--- config.mk ---
export PLATFORM = sky130hd
export DESIGN_NAME = vga_controller
export DESIGN_NICKNAME = d
export VERILOG_FILES = /design/src/rtl/pixel_pkg.sv /design/src/rtl/vga_timing.sv /design/src/rtl/vga_controller.sv
export SDC_FILE = /design/constraint.sdc
export NUM_CORES = 1
export LEC_CHECK = 0
export CORE_ASPECT_RATIO = 0.8
export CORE_MARGIN = 4
export CORE_UTILIZATION = 50
export CTS_BUF_LIST = sky130_fd_sc_hd__clkbuf_8
export CTS_CLUSTER_DIAMETER = 60
export CTS_CLUSTER_SIZE = 28
export DETAILED_ROUTE_END_ITERATION = 10
export GPL_TIMING_DRIVEN = 0
export PLACE_DENSITY = 0.86
export SLEW_MARGIN = 20
export SYNTH_ARGS = -nofsm -noshare
export SYNTH_HDL_FRONTEND = slang
export SYNTH_SLANG_ARGS = --single-unit
--- constraint.sdc ---
create_clock -name clock -period 4.8 [get_ports clock]
set_clock_uncertainty 0.1 [all_clocks]
set_input_delay 0.96 -clock clock [delete_from_list [all_inputs] [get_ports clock]]
set_output_delay 0.96 -clock clock [all_outputs]
set_load 0.03 [all_outputs]
--- src/rtl/pixel_pkg.sv ---
// Shared pixel type, default 640x480@60 timing constants and test-pattern colour helper
// for the VGA controller.
package pixel_pkg;

    typedef struct packed {
        logic [7:0] red;
        logic [7:0] green;
        logic [7:0] blue;
    } pixel_t;

    localparam int unsigned COUNT_W = 10;

    localparam int unsigned DEFAULT_H_VISIBLE = 640;
    localparam int unsigned DEFAULT_H_FRONT   = 16;
    localparam int unsigned DEFAULT_H_SYNC    = 96;
    localparam int unsigned DEFAULT_H_BACK    = 48;
    localparam int unsigned DEFAULT_V_VISIBLE = 480;
    localparam int unsigned DEFAULT_V_FRONT   = 10;
    localparam int unsigned DEFAULT_V_SYNC    = 2;
    localparam int unsigned DEFAULT_V_BACK    = 33;

    localparam int unsigned H_TOTAL = DEFAULT_H_VISIBLE + DEFAULT_H_FRONT
                                    + DEFAULT_H_SYNC + DEFAULT_H_BACK;
    localparam int unsigned V_TOTAL = DEFAULT_V_VISIBLE + DEFAULT_V_FRONT
                                    + DEFAULT_V_SYNC + DEFAULT_V_BACK;

    localparam int unsigned BAR_W = 80;

    // Bar order: white, yellow, cyan, green, magenta, red, blue, black.
    function automatic pixel_t bar_colour(input logic [2:0] bar);
        pixel_t p;
        p.red   = bar[1] ? 8'h00 : 8'hFF;
        p.green = bar[2] ? 8'h00 : 8'hFF;
        p.blue  = bar[0] ? 8'h00 : 8'hFF;
        return p;
    endfunction

endpackage

--- src/rtl/vga_timing.sv ---
// Pixel-clock divider, horizontal/vertical counters and sync/visible decode.
module vga_timing
    import pixel_pkg::*;
#(
    parameter int unsigned H_VISIBLE = DEFAULT_H_VISIBLE,
    parameter int unsigned H_FRONT   = DEFAULT_H_FRONT,
    parameter int unsigned H_SYNC    = DEFAULT_H_SYNC,
    parameter int unsigned H_BACK    = DEFAULT_H_BACK,
    parameter int unsigned V_VISIBLE = DEFAULT_V_VISIBLE,
    parameter int unsigned V_FRONT   = DEFAULT_V_FRONT,
    parameter int unsigned V_SYNC    = DEFAULT_V_SYNC,
    parameter int unsigned V_BACK    = DEFAULT_V_BACK
) (
    input  logic               clock,
    input  logic               reset,
    output logic               target_clock,
    output logic [COUNT_W-1:0] h_count,
    output logic [COUNT_W-1:0] v_count,
    output logic               tick_c,
    output logic               h_visible_c,
    output logic               v_visible_c,
    output logic               h_sync_c,
    output logic               v_sync_c
);

    localparam int unsigned H_LAST     = H_VISIBLE + H_FRONT + H_SYNC + H_BACK - 1;
    localparam int unsigned V_LAST     = V_VISIBLE + V_FRONT + V_SYNC + V_BACK - 1;
    localparam int unsigned H_SYNC_BEG = H_VISIBLE + H_FRONT;
    localparam int unsigned H_SYNC_END = H_VISIBLE + H_FRONT + H_SYNC;
    localparam int unsigned V_SYNC_BEG = V_VISIBLE + V_FRONT;
    localparam int unsigned V_SYNC_END = V_VISIBLE + V_FRONT + V_SYNC;

    // The tick is the edge on which target_clock falls, so it is high just before.
    assign tick_c = target_clock;

    always_ff @(posedge clock or negedge reset) begin
        if (!reset) begin
            target_clock <= 1'b0;
            h_count      <= '0;
            v_count      <= '0;
        end else begin
            target_clock <= !target_clock;
            if (tick_c) begin
                if (h_count == COUNT_W'(H_LAST)) begin
                    h_count <= '0;
                    v_count <= (v_count == COUNT_W'(V_LAST)) ? '0 : v_count + COUNT_W'(1);
                end else begin
                    h_count <= h_count + COUNT_W'(1);
                end
            end
        end
    end

    assign h_visible_c = (h_count < COUNT_W'(H_VISIBLE));
    assign v_visible_c = (v_count < COUNT_W'(V_VISIBLE));
    assign h_sync_c    = !((h_count >= COUNT_W'(H_SYNC_BEG)) && (h_count < COUNT_W'(H_SYNC_END)));
    assign v_sync_c    = !((v_count >= COUNT_W'(V_SYNC_BEG)) && (v_count < COUNT_W'(V_SYNC_END)));

endmodule

--- src/rtl/vga_controller.sv ---
// VGA timing generator and registered pixel output stage.
// Define VGA_TEST_PATTERN_EN to replace frame-buffer data with eight colour bars.
module vga_controller
    import pixel_pkg::*;
#(
    parameter int unsigned H_VISIBLE = DEFAULT_H_VISIBLE,
    parameter int unsigned H_FRONT   = DEFAULT_H_FRONT,
    parameter int unsigned H_SYNC    = DEFAULT_H_SYNC,
    parameter int unsigned H_BACK    = DEFAULT_H_BACK,
    parameter int unsigned V_VISIBLE = DEFAULT_V_VISIBLE,
    parameter int unsigned V_FRONT   = DEFAULT_V_FRONT,
    parameter int unsigned V_SYNC    = DEFAULT_V_SYNC,
    parameter int unsigned V_BACK    = DEFAULT_V_BACK
) (
    input  logic               clock,
    input  logic               reset,
    input  pixel_t             data,
    output logic [COUNT_W-1:0] x_address,
    output logic [COUNT_W-1:0] y_address,
    output logic               target_clock,
    output logic               h_sync,
    output logic               v_sync,
    output logic               blank,
    output logic [7:0]         red,
    output logic [7:0]         green,
    output logic [7:0]         blue
);

    logic [COUNT_W-1:0] h_count;
    logic [COUNT_W-1:0] v_count;
    logic               tick_c;
    logic               h_visible_c;
    logic               v_visible_c;
    logic               h_sync_c;
    logic               v_sync_c;
    logic               active_c;
    pixel_t             pixel_c;

    vga_timing #(
        .H_VISIBLE (H_VISIBLE),
        .H_FRONT   (H_FRONT),
        .H_SYNC    (H_SYNC),
        .H_BACK    (H_BACK),
        .V_VISIBLE (V_VISIBLE),
        .V_FRONT   (V_FRONT),
        .V_SYNC    (V_SYNC),
        .V_BACK    (V_BACK)
    ) u_timing (
        .clock        (clock),
        .reset        (reset),
        .target_clock (target_clock),
        .h_count      (h_count),
        .v_count      (v_count),
        .tick_c       (tick_c),
        .h_visible_c  (h_visible_c),
        .v_visible_c  (v_visible_c),
        .h_sync_c     (h_sync_c),
        .v_sync_c     (v_sync_c)
    );

    // Addresses park at zero outside the visible area.
    assign x_address = h_visible_c ? h_count : '0;
    assign y_address = v_visible_c ? v_count : '0;
    assign active_c  = h_visible_c && v_visible_c;

`ifdef VGA_TEST_PATTERN_EN
    assign pixel_c = bar_colour(3'(h_count / COUNT_W'(BAR_W)));
`else
    assign pixel_c = data;
`endif

    // Outputs lag the fetch address by one tick; syncs share the same delay.
    always_ff @(posedge clock or negedge reset) begin
        if (!reset) begin
            h_sync <= 1'b1;
            v_sync <= 1'b1;
            blank  <= 1'b0;
            red    <= '0;
            green  <= '0;
            blue   <= '0;
        end else if (tick_c) begin
            h_sync <= h_sync_c;
            v_sync <= v_sync_c;
            blank  <= active_c;
            red    <= active_c ? pixel_c.red   : 8'h00;
            green  <= active_c ? pixel_c.green : 8'h00;
            blue   <= active_c ? pixel_c.blue  : 8'h00;
        end
    end

endmodule

## Word level (Yosys, flattened, before mapping)

Index checks and enable logic that the tools add are counted.

- Add/subtract/negate cells: 2
- Order comparisons: 6
- Equality and inequality tests: 2
- Mux-type cells: 7
- Reduce and logical (&&, ||, !) cells: 7

Operators by type and width:

| cell | number |
|---|---|
| $mux W10 | 4 |
| $mux W8 | 3 |
| $add A10 B1 Y10 const B | 2 |
| $eq A10 B10 Y1 const B | 2 |
| $lt A10 B10 Y1 const B | 2 |
| $lt A10 B9 Y1 const B | 2 |
| $ge A10 B10 Y1 const B | 1 |
| $ge A10 B9 Y1 const B | 1 |
| $logic_and A1 B1 Y1 | 3 |
| $logic_not A1 Y1 | 3 |
| $reduce_and A2 Y1 | 1 |

- Register bits: 48
- Word-level logic and storage cells: 33

## Longest topological paths before layout

- Word-level depth: 3
- Depth in mapped cells: 6

## Cells and area by module

From an unflattened synthesis, not the netlist that was laid out.

- Cell total of the unflattened synthesis: 251
- Area, all modules: 2534.9 µm²

Modules (own cells, without submodules):

| module | times used | cells an instance | area an instance (µm²) |
|---|---|---|---|
| vga_controller | 1 | 135 | 1416.4 |
| vga_timing | 1 | 116 | 1118.6 |

## Least setup slack after synthesis

Ideal clock, no wire load.

- Kind: reg2out
- From: reg u_timing.v_count[7]
- To: out y_address[0]
- Arrival: 1.262 ns
- Required time: 3.740 ns
- Slack: 2.478 ns
- Stages on the path, launching flop included: 4
- Cells stage by stage: dfrtp_1 -> and3_1 -> a21oi_1 -> and2_1

- Word-level cells in the longest chain between the ends: 2

RTL lines:

| what | RTL line | source |
|---|---|---|
| start: declaration | vga_timing.sv:18 | `output logic [COUNT_W-1:0] v_count,` |
| start signal: assignment | vga_timing.sv:46 | `v_count <= (v_count == COUNT_W'(V_LAST)) ? '0 : v_count + COUNT_W'(1);` |
| $lt A10 B9 Y1 | vga_timing.sv:55 | `assign v_visible_c = (v_count < COUNT_W'(V_VISIBLE));` |
| $mux W10 | vga_controller.sv:63 | `assign y_address = v_visible_c ? v_count : '0;` |
| end: declaration | vga_controller.sv:19 | `output logic [COUNT_W-1:0] y_address,` |

No other way between the ends.

## Worst setup path in the final report

- From: reg u_timing.v_count[6]
- To: out y_address[0]

The elaborated chain is that of the path after synthesis.

==> results by group <==
Timing
  • Finish-stage setup viols: 0
  • Highest Clock Rate: 289 MHz
  • Least-Margin Pin Slew: 0.631 ns
  • Relative slew margins: between 50% and 60%
  • Worst setup margin: 1.34 ns
  • RSZ-0062 raised after global routing: false
  • Period minus WS final: 3.46 ns
  • Fin. Hold Viols: 0
  • Sum Neg Setup Slack: 0 ns
  • Hold WS: slightly below 0.4 ns
  • Slew Viols, Final: 0
  • Final Cycle Share: 72.1%

Layout
  • Share of cells above drive strength 1: slightly below 6%
  • # diodes: 0
  • Syn-to-layout area delta: 42.6%
  • Fin nets: a little over 300
  • Final core utilization: 73.5%
  • Post-route cell area: about 0.0031 mm^2

Logic synthesis
  • Share of the synthesized area in the top cell type: between 50% and 60%
  • FF+latch count, synth: 48
  • Mean Syn Cell Area: 11.0 um^2
  • Ranking of synthesized cells by area: dfrtp_1 53%, a22o_1 9.8%, and2_1 4.6%
  • Cell Area, Synth: around 0.0022 mm^2
  • Seq/Total Area, Yosys: between 50% and 60%
  • Synth unique cells: 37
  • Mapped Cells: approximately 200
  • Synth area leader: dfrtp_1
  • Syn Nets: about 230
  • Synth warnings: 0

Detailed routing
  • DR WL/cell: between 15 and 20 um
  • Initial detailed-routing violation count: slightly below 80
  • Antenna viol nets, final: 0
  • Total number of vias: 1,763
  • DRT Pass-1 Iters: 4
  • Via/cell ratio: roughly 5.3
  • DRT Wirelength: roughly 5 mm
  • # DRC: 0

Pwr
  • Power Density: 257 mW/mm^2
  • Peak supply drop: around 0.27 mV
  • Lkg Pwr: 1.35 nW

GRT
  • Global route total overflow: 0
  • Initial antenna violation count: 0
  • GRT Total Usage: 19.6%
  • First-pass GRT wire length: just over 8 mm
  • Number of global-route vias before repair: roughly 1,700
  • Largest net degree at the start of global routing: 28

Clocking
  • CTS Buf Count: 5
  • Root Driver: clkbuf_8
  • Post-CTS Resized: 0
  • CTS HTree Levels: 2
  • TritonCTS sink count: 48
  • Clock latency on the worst-skew pair: about 0.29 ns
  • CTS tree: done
  • Max Root-Sink Buffers: 2
  • Post-CTS Setup Inserts: 0
  • Clk pin slew, worst setup/hold paths: 0.09 ns
  • Hold buffers post-CTS: 0

Critical path
  • CP required: 3.74 ns
  • WP data arrival: about 2.4 ns
  • CP endpoint kind: output port
  • Startpoint types: register
  • Worst Path Max Fanout: 9
  • WS Path Type: reg -> out

Placement
  • Pre-CTS setup slack: between 1.5 and 2 ns
  • Placed cell area: ~0.0030 mm^2
  • DP Wirelength: 3.83 mm
  • Port bufs: 72
  • RD Place Congestion: 0.910

Die
  • Initial core utilization: approximately half
  • Die area: roughly 0.0054 mm^2
  • Std-Cell Core Area: 0.00418 mm^2
  • Die Y: 66.7 um
  • Top Ports: 74
  • Row cnt: 21
  • Die X: approximately 80 um

Hold path
  • Type of the worst min-delay path: reg -> reg

Run
  • Max-cap violations: 0

Outcome
  • Status: completed
critical path: stages, from the launching register on:
cell and delay (ns):
dfrtp_1 0.44, and3_1 0.25, a21oi_1 0.54, and2_1 0.21, clkdlybuf4s50_1 0.68
report_power, final:
part           total [W]  leakage (nW)  internal [W]  switching, W
Combinational  0.0000837         0.712     0.0000434     0.0000403
Sequential      0.000420         0.588      0.000414    0.00000568
Clock           0.000285        0.0541      0.000154      0.000131
layout by cell type, fill, tap and decap left out, types with 2 or more instances in the layout:
cell             Yosys  routed
nand3_1             10      10
clkdlybuf4s50_1      0      71
ha_1                 4       4
buf_2                1       2
and2_1              16      16
dfstp_2              2       2
nor4_1               5       5
a22o_1              24      24
and3_1               6       6
nor3_1               4       4
nand2_1              9       9
a21oi_1              3       3
clkbuf_1             6       6
nor2_1              12      12
dfrtp_1             46      46
clkbuf_8             0       5
xnor2_1              9       9
o311ai_0             2       2
nand4_1              3       3
nor2b_1              2       2
xor2_1               4       4
inv_1                5       5
o21ai_0              6       6
Yosys cell counts:
cell,n
and2_1,16
clkbuf_1,6
nor2_1,12
mux2i_1,1
xor2_1,4
o21ai_0,6
o31ai_1,1
conb_1,1
ha_1,4
a22o_1,24
nand4_1,3
nor3_1,4
or3_1,1
o311ai_0,2
a21oi_1,3
a21o_1,1
inv_1,5
clkinv_1,1
a31oi_1,1
buf_2,1
and4_1,1
nand2b_1,1
buf_4,1
dfrtp_1,46
a21bo_2,1
nor2b_1,2
or4_1,1
xnor2_1,9
nor4bb_1,1
nand3_1,10
and3_1,6
nand3b_1,1
clkbuf_2,1
nor4_1,5
or4b_1,1
dfstp_2,2
nand2_1,9
cell families (layout without fill, tap and decap cells):
group                      after synthesis  count (layout)  share of synthesized area (%)
adders and majority gates                4               4                           2.32
buffers and inverters                   15              96                           2.90
and+or+nand+nor                         74              74                           18.8
AOI/OAI and AO/OA                       39              39                           14.1
other                                    1               1                          0.174
muxes                                    1               1                          0.465
xor gates and xnor gates                13              13                           5.29
DFF                                     48              48                           55.9
layout make-up:
| cell class | count | area [um^2] |
|---|---|---|
| Clock inverter | 3 | 42.5 |
| Inverter | 6 | 22.5 |
| Fill cell | 288 | 1110 |
| Tap cell | 57 | 71.3 |
| Clock buffer | 5 | 68.8 |
| Multi-Input combinational cell | 132 | 887 |
| Timing Repair Buffer | 73 | 736 |
| Sequential cell | 48 | 1200 |
| Buffer | 9 | 40.0 |
sequential cells by signal (all words and copies together) (netlist names):
name                   count
v_sync                     1
red                        8
h_sync                     1
u_timing.h_count          10
blank                      1
u_timing.v_count          10
green                      8
blue                       8
u_timing.target_clock      1
final timing paths:
path | startpoint | end | depth (start not counted) | slack, ns
hold reg to reg | blank$_DFFE_PN0P_ | blank$_DFFE_PN0P_ | 1 | 0.39
hold / removal | blank$_DFFE_PN0P_ | blank$_DFFE_PN0P_ | 1 | 0.39
min in group asynchronous | reset | u_timing.h_count[1]$_DFFE_PN0P_ | 1 | 0.53
setup reg to reg | u_timing.h_count[6]$_DFFE_PN0P_ | u_timing.v_count[9]$_DFFE_PN0P_ | 6 | 2.29
max in group asynchronous | reset | red[5]$_DFFE_PN0P_ | 2 | 3.56
setup / recovery | u_timing.v_count[6]$_DFFE_PN0P_ | y_address[0] | 4 | 1.34
stage by stage:
step	total power (W)	instances
2_1_floorplan	0.000459	195
3_3_place_gp	0.000509	324
3_5_place_dp	0.000513	325
4_1_cts	0.000796	333
5_1_grt	0.000819	333
6_report	0.000788	333
per-layer routing:
layer / routed length (um) / global-route usage [%] / vias up
li1: - / - / 850
met1: 2230 / 26.7 / 849
met2: 2440 / 31.9 / 57
met3: 283 / 4.32 / 7
met4: 50 / 4.43 / 0
met5: 0 / 0 / -
Note: power is estimated with default switching activity, not from simulation.
